--- config.mk ---
export PLATFORM = sky130hd
export DESIGN_NAME = msg_schedule
export DESIGN_NICKNAME = d
export VERILOG_FILES = /design/src/rtl/msg_schedule.sv
export SDC_FILE = /design/constraint.sdc
export NUM_CORES = 1
export LEC_CHECK = 0
export BUFFER_PORTS_ARGS = -buffer_cell sky130_fd_sc_hd__buf_4
export CORE_MARGIN = 2
export CORE_UTILIZATION = 60
export DETAILED_ROUTE_END_ITERATION = 7
export PLACE_DENSITY_LB_ADDON = 0.25
export SYNTH_ARGS = -nofsm -noshare
export SYNTH_HDL_FRONTEND = slang
export SYNTH_SLANG_ARGS = --single-unit
--- constraint.sdc ---
create_clock -name clk -period 23.2 [get_ports clk]
set_input_delay 1.16 -clock clk [delete_from_list [all_inputs] [get_ports clk]]
set_output_delay 1.16 -clock clk [all_outputs]
set_load 0.02 [all_outputs]
--- src/rtl/msg_schedule.sv ---
// msg_schedule: SHA-256 message schedule generator.
// Captures 16 message words in LOAD, then emits W[0..NUM_WORDS-1] in EXPAND
// using a sliding 16-word window.
// Optional feature macro: MSG_SCHEDULE_ABORT_EN adds an 'abort' input that
// discards the current block (same effect as rst, lower priority than rst).
// Ports:
//   clk, rst        clock, synchronous active-high reset
//   abort           (MSG_SCHEDULE_ABORT_EN only) discard current block
//   in_valid/in_ready/in_word     message word input handshake
//   out_valid/out_ready/out_word/out_index  schedule word output handshake
//   done            one-cycle pulse after the last schedule word is accepted
module msg_schedule #(
  parameter int unsigned NUM_WORDS = 64
) (
  input  logic        clk,
  input  logic        rst,
`ifdef MSG_SCHEDULE_ABORT_EN
  input  logic        abort,
`endif
  input  logic        in_valid,
  output logic        in_ready,
  input  logic [31:0] in_word,
  output logic        out_valid,
  input  logic        out_ready,
  output logic [31:0] out_word,
  output logic [5:0]  out_index,
  output logic        done
);

  localparam int unsigned WORD_W = 32;
  localparam int unsigned WIN_N  = 16;
  localparam int unsigned CNT_W  = 4;
  localparam int unsigned IDX_W  = 6;
  localparam logic [CNT_W-1:0] LAST_CNT = CNT_W'(WIN_N - 1);
  localparam logic [IDX_W-1:0] LAST_T   = IDX_W'(NUM_WORDS - 1);

  typedef enum logic {
    S_LOAD   = 1'b0,
    S_EXPAND = 1'b1
  } state_t;

  state_t              state_q, state_d;
  logic [CNT_W-1:0]    cnt_q;
  logic [IDX_W-1:0]    t_q;
  logic [WORD_W-1:0]   win_q [WIN_N];
  logic                done_q;

  logic                in_hs_c;
  logic                out_hs_c;
  logic                shift_c;
  logic [WORD_W-1:0]   fill_c;
  logic [WORD_W-1:0]   new_w_c;
  logic                abort_c;

`ifdef MSG_SCHEDULE_ABORT_EN
  assign abort_c = abort;
`else
  assign abort_c = 1'b0;
`endif

  // Small sigma functions of the SHA-256 schedule
  function automatic logic [WORD_W-1:0] sig0(input logic [WORD_W-1:0] x);
    sig0 = {x[6:0], x[31:7]} ^ {x[17:0], x[31:18]} ^ {3'b000, x[31:3]};
  endfunction

  function automatic logic [WORD_W-1:0] sig1(input logic [WORD_W-1:0] x);
    sig1 = {x[16:0], x[31:17]} ^ {x[18:0], x[31:19]} ^ {10'b0, x[31:10]};
  endfunction

  // Next schedule word appended at the top of the window
  assign new_w_c = sig1(win_q[14]) + win_q[9] + sig0(win_q[1]) + win_q[0];

  // Next-state and handshake decode
  always_comb begin
    state_d  = state_q;
    in_hs_c  = 1'b0;
    out_hs_c = 1'b0;
    case (state_q)
      S_LOAD: begin
        in_hs_c = in_valid;
        if (in_valid && (cnt_q == LAST_CNT)) state_d = S_EXPAND;
      end
      S_EXPAND: begin
        out_hs_c = out_ready;
        if (out_ready && (t_q == LAST_T)) state_d = S_LOAD;
      end
      default: state_d = S_LOAD;
    endcase
  end

  // Both handshakes shift the window; only the fill word differs
  assign shift_c = in_hs_c | out_hs_c;
  assign fill_c  = in_hs_c ? in_word : new_w_c;

  // State, counters and window
  always_ff @(posedge clk) begin
    if (rst || abort_c) begin
      state_q <= S_LOAD;
      cnt_q   <= '0;
      t_q     <= '0;
      done_q  <= 1'b0;
      for (int k = 0; k < WIN_N; k++) win_q[k] <= '0;
    end else begin
      state_q <= state_d;
      done_q  <= out_hs_c && (t_q == LAST_T);
      if (shift_c) begin
        for (int k = 0; k < WIN_N - 1; k++) win_q[k] <= win_q[k+1];
        win_q[WIN_N-1] <= fill_c;
      end
      if (in_hs_c) cnt_q <= cnt_q + CNT_W'(1);
      if (out_hs_c) t_q <= (t_q == LAST_T) ? '0 : t_q + IDX_W'(1);
    end
  end

  assign in_ready  = (state_q == S_LOAD);
  assign out_valid = (state_q == S_EXPAND);
  assign out_word  = win_q[0];
  assign out_index = t_q;
  assign done      = done_q;

endmodule

; ---- Yosys cells after proc, flatten, opt, wreduce, memory -nomap -nowiden
; Memory sizes are Yosys's and may differ from the RTL's.
; Cells that the tools add are included.
; Widths: inputs -> output; s select.
[word_totals]
register_bits = 12
ramBits = 512
inputBits = 36
out_inout_bits = 41
word_cells = 65
mem_count = 1
[op_classes]
n_addsub = 5
n_eq_ne = 2
mux = 28
n_bitwise = 22
n_reduce_logical = 3
[memory_table]
columns = memory, words, word_bits, rd, rd_clocked_by_memory_dff, write_ports, line
row1 = win_q, 16, 32, 16, 0, 16, 45  ; logic [WORD_W-1:0] win_q [WIN_N];
[op_table]
columns = operator, n
row1 = $mux 32, 17
row2 = $add 32x32->32, 3
row3 = $xor 32x32->32, 2
row4 = $xor 32x22->32, 1
row5 = $xor 32x29->32, 1
row6 = $or 1x1->1, 17
row7 = $mux 1, 9
row8 = $add 6x1->6 const B, 1
row9 = $eq 6x6->1 const B, 1
row10 = $mux 6, 1
row11 = $add 4x1->4 const B, 1
row12 = $eq 4x4->1 const B, 1
row13 = $logic_and 1x1->1, 3
row14 = $pmux 1 s2, 1
row15 = $not 1->1, 1

; ---- Depth between registers and ports, before layout
; An unclocked memory read counts as a cell.
[depth]
depth_word = 8
ltp_mapped = 16
mapped_depth_nobuf = 16

; ---- Least setup slack after synthesis
; Ideal clock, no wire load.
[synth_path]
path_kind = input to register
startpoint = input port rst
endpoint = memory win_q[0][0], enable pin
setup_time_ps = 3656
arrival_ps = 9995
required_time_ps = 19544
slack_ps = 9549
cell_stages = 3
n_path_buf = 1
path_cell_list = clkbuf_1 -> nor2_1 -> nand2_1
[synth_lines]
columns = item, line
row1 = "start, declared", 16  ; input logic rst,
row2 = "end, declared", 45

==> impl_metrics.yaml <==
synthesis:
  netlist.area_leader.share_pct: 62.9
  synth_top_area_cell: "edfxtp_1"
  synth.avg_cell_area_sq_um: 13.6
  synth.area.top_cells: "edfxtp_1 63%, and2_1 8.3%, fa_1 5.1%"
  synthSimpleGateAreaFrac_pct: 15.6
  synth_cell_types: 65
  synth_top_family_by_area: "simple AND/OR/NAND/NOR gates"
  synthFlopType: "edfxtp_1"
  synth_edf_count: 512
  async_reset_ff_share_pct: 0
  syn-num-nets: 1933
  synthCells: 1802
  yosys.cell_count.top_type: "edfxtp_1"
  synth_xor_area_share_pct: 5.12
  synth_seq_cells: 524
  synth_fa_ha_area_share_pct: 6.77
  synth_mux_area_share_pct: 0.0819
  ys_top_cells_by_count: "512 x edfxtp_1, 325 x and2_1, 163 x nor2b_1, 143 x inv_1, 113 x xnor2_1"
  synth_compound_area_share_pct: 4.12
  synth_warnings: 0
  ys_seq_area_share_pct: 63.9
  netlist_area_sq_mm: 0.0244
floorplanning:
  rows: 73
  io-pin-count: 77
  die_w_um: 206
  dieArea_sq_mm: 0.0424
  start_util_pct: 61.1
  die_h_um: 206
  coreArea_sq_mm: 0.0400
run:
  drv_cap: 0
finish:
  layoutNonFillerInstCount: 2411
  fillers: 2773
  layout-drive-gt1-share_pct: 10.4
  final_nets: 1973
  multi_input_area_sq_mm: 0.00777
  area_growth_pct: 10.4
  seq_area_sq_mm: 0.0156
  antenna_cells: 0
pwr:
  ir_worst_vdd_uv: 99.5
  cellPowerDensity_mw_per_mm2: 127
  leakagePower_nw: 10.8
sta:
  hold_viol_final: 0
  rsz0062_at_grt: "no"
  fin_skew_ns: 0.0155
  maxSlewHeadroom_pct: 24.7
  fin_setup_tns_ns: 0
  finalSetupViolations: 0
  period_minus_slack_ns: 4.85
  timing.fmax_mhz: 206
  tightest_slew_ns: 1.13
  finalCritPeriodShare_pct: 20.9
  hold_ws_ns: 0.488
  slew_violations: 0
worst_setup_path:
  crit_required_ns: 23.49
  start_kind: "flip-flop"
  critPathCaptureType: "flip-flop"
  worstReg2RegEnd: "win_q[7][46]$_SDFFCE_PP0P_"
  cp-startpoint: "win_q[7][24]$_SDFFCE_PP0P_"
  r2r_slack_ns: 18.35
  critPathMaxFanout: 5
  critPathArrivalTime_ns: 5.14
  endpoint: "win_q[7][46]$_SDFFCE_PP0P_"
  reg2reg_from: "win_q[7][24]$_SDFFCE_PP0P_"
  critical_path_class: "flip-flop to flip-flop"
  reg2reg_depth: 13
place:
  portBuffers: 76
  dp_cells: 2312
  hpwl_um: 38600
  gp_congestion: 0.932
clock_tree:
  path_clk_slew_ns: 0.06
  clk_path_buf_depth: 3
  clock_sinks: 524
  root_buffer: "clkbuf_16"
  clk_latency_ns: 0.60
  cts_tree: "yes"
  cts_hold_buffers: 0
  cts_made_buffers: 53
  cts_setup_buffers: 0
  cts_resized: 0
  cts_max_level: 2
global_routing:
  antenna_found_initial: 1
  grt_pass1_vias: 12900
  grt_pass1_wl_um: 81000
  grt_max_degree: 138
  grt_overflow_total: 0
  grt_usage_pct: 26.8
route:
  dr.pass1.iters: 5
  drcViolationCount: 0
  via_count: 13400
  ant_nets: 0
  wl_per_cell_um: 22.8
  dr.first_iter.drc_count: 1294
  wirelength_um: 55000
  drt-vias-per-instance: 5.54
hold_path:
  min-delay-path-class: "flip-flop to flip-flop"
status:
  status: "finished, final reports clean"
how the worst min path moves through the flow:
stage / startpoint / endpoint / cells after the start
global placement: cnt_q[1]$_SDFFE_PP0P_ / cnt_q[1]$_SDFFE_PP0P_ / 2
CTS: cnt_q[1]$_SDFFE_PP0P_ / cnt_q[1]$_SDFFE_PP0P_ / 2
finish: cnt_q[1]$_SDFFE_PP0P_ / cnt_q[1]$_SDFFE_PP0P_ / 2
global route: cnt_q[1]$_SDFFE_PP0P_ / cnt_q[1]$_SDFFE_PP0P_ / 2
detailed placement: cnt_q[1]$_SDFFE_PP0P_ / cnt_q[1]$_SDFFE_PP0P_ / 2
floorplan: cnt_q[1]$_SDFFE_PP0P_ / cnt_q[1]$_SDFFE_PP0P_ / 2
where the power goes:
group | switching, mW | internal [mW]
registers | 0.0617 | 1.16
logic | 0.872 | 0.477
clock network | 0.366 | 0.495
total | 1.30 | 2.13
layout by cell type (no fill, tap or decap), types with 8 or more instances in the layout:
cell type	instances
o21a_1	8
xnor2_1	113
buf_4	86
clkinv_2	19
xor2_1	30
edfxtp_1	512
dfxtp_1	12
nand2_1	58
inv_1	143
a21o_1	10
nor2_1	31
clkbuf_16	54
nor3_1	8
nand4_1	15
a21oi_1	45
and2_1	325
clkinv_1	8
nand3_1	17
nor2b_1	162
fa_1	62
a211oi_1	11
o21ai_0	31
ha_1	33
flip-flops by register name (all words and copies together) (netlist names):
register and cells:
out_index 6, win_q 512, cnt_q 4, done 1
out_valid 1
final cells by class:
type,count,area share [%]
flip-flops and latches,524,57.8
multi-input cells,1033,28.8
clock buffers,58,5.06
repair buffers,87,2.43
well taps,525,2.43
inverters,143,1.99
clock inverters,41,1.46
metrics by stage:
stage          power (mW)  cell area [sq um]  worst slack, ns  utilization, %
6_report             3.43              27000            18.35            67.5
4_1_cts              3.42              27000            18.46            67.5
2_1_floorplan        2.15              24400             9.55               -
3_3_place_gp         2.55              25200            18.23            63.1
5_1_grt              3.59              27000            18.31            67.5
3_5_place_dp         2.55              25200            18.17            63.1
metal layers:
metal | up-vias | share of wire [%] | global-route usage [%]
met1 | 6733 | 44 | 38.5
met3 | 90 | 6.7 | 6.43
met2 | 379 | 47 | 41.3
li1 | 6153 | - | -
met4 | 0 | 2.8 | 7.50
met5 | - | 0 | 0
critical path, cell delays in order (launching register included):
cell and delay, ns:
edfxtp_1 0.52, xnor2_1 0.20, xnor2_1 0.63, fa_1 0.55, inv_1 0.09, fa_1 0.43
inv_1 0.08, ha_1 0.29, and3_4 0.20, and3_2 0.20, a211o_1 0.40, a31oi_1 0.26
xor2_1 0.40, o21ai_0 0.25
cells by family after synthesis:
logic type,Yosys count
AND/OR/NAND/NOR,645
flip-flops,524
buffers and inverters,245
AO/OA/AOI/OAI,148
XOR/XNOR,143
adder cells (fa/ha/maj),95
multiplexers,2
Note: power is estimated with default switching activity, not from simulation.
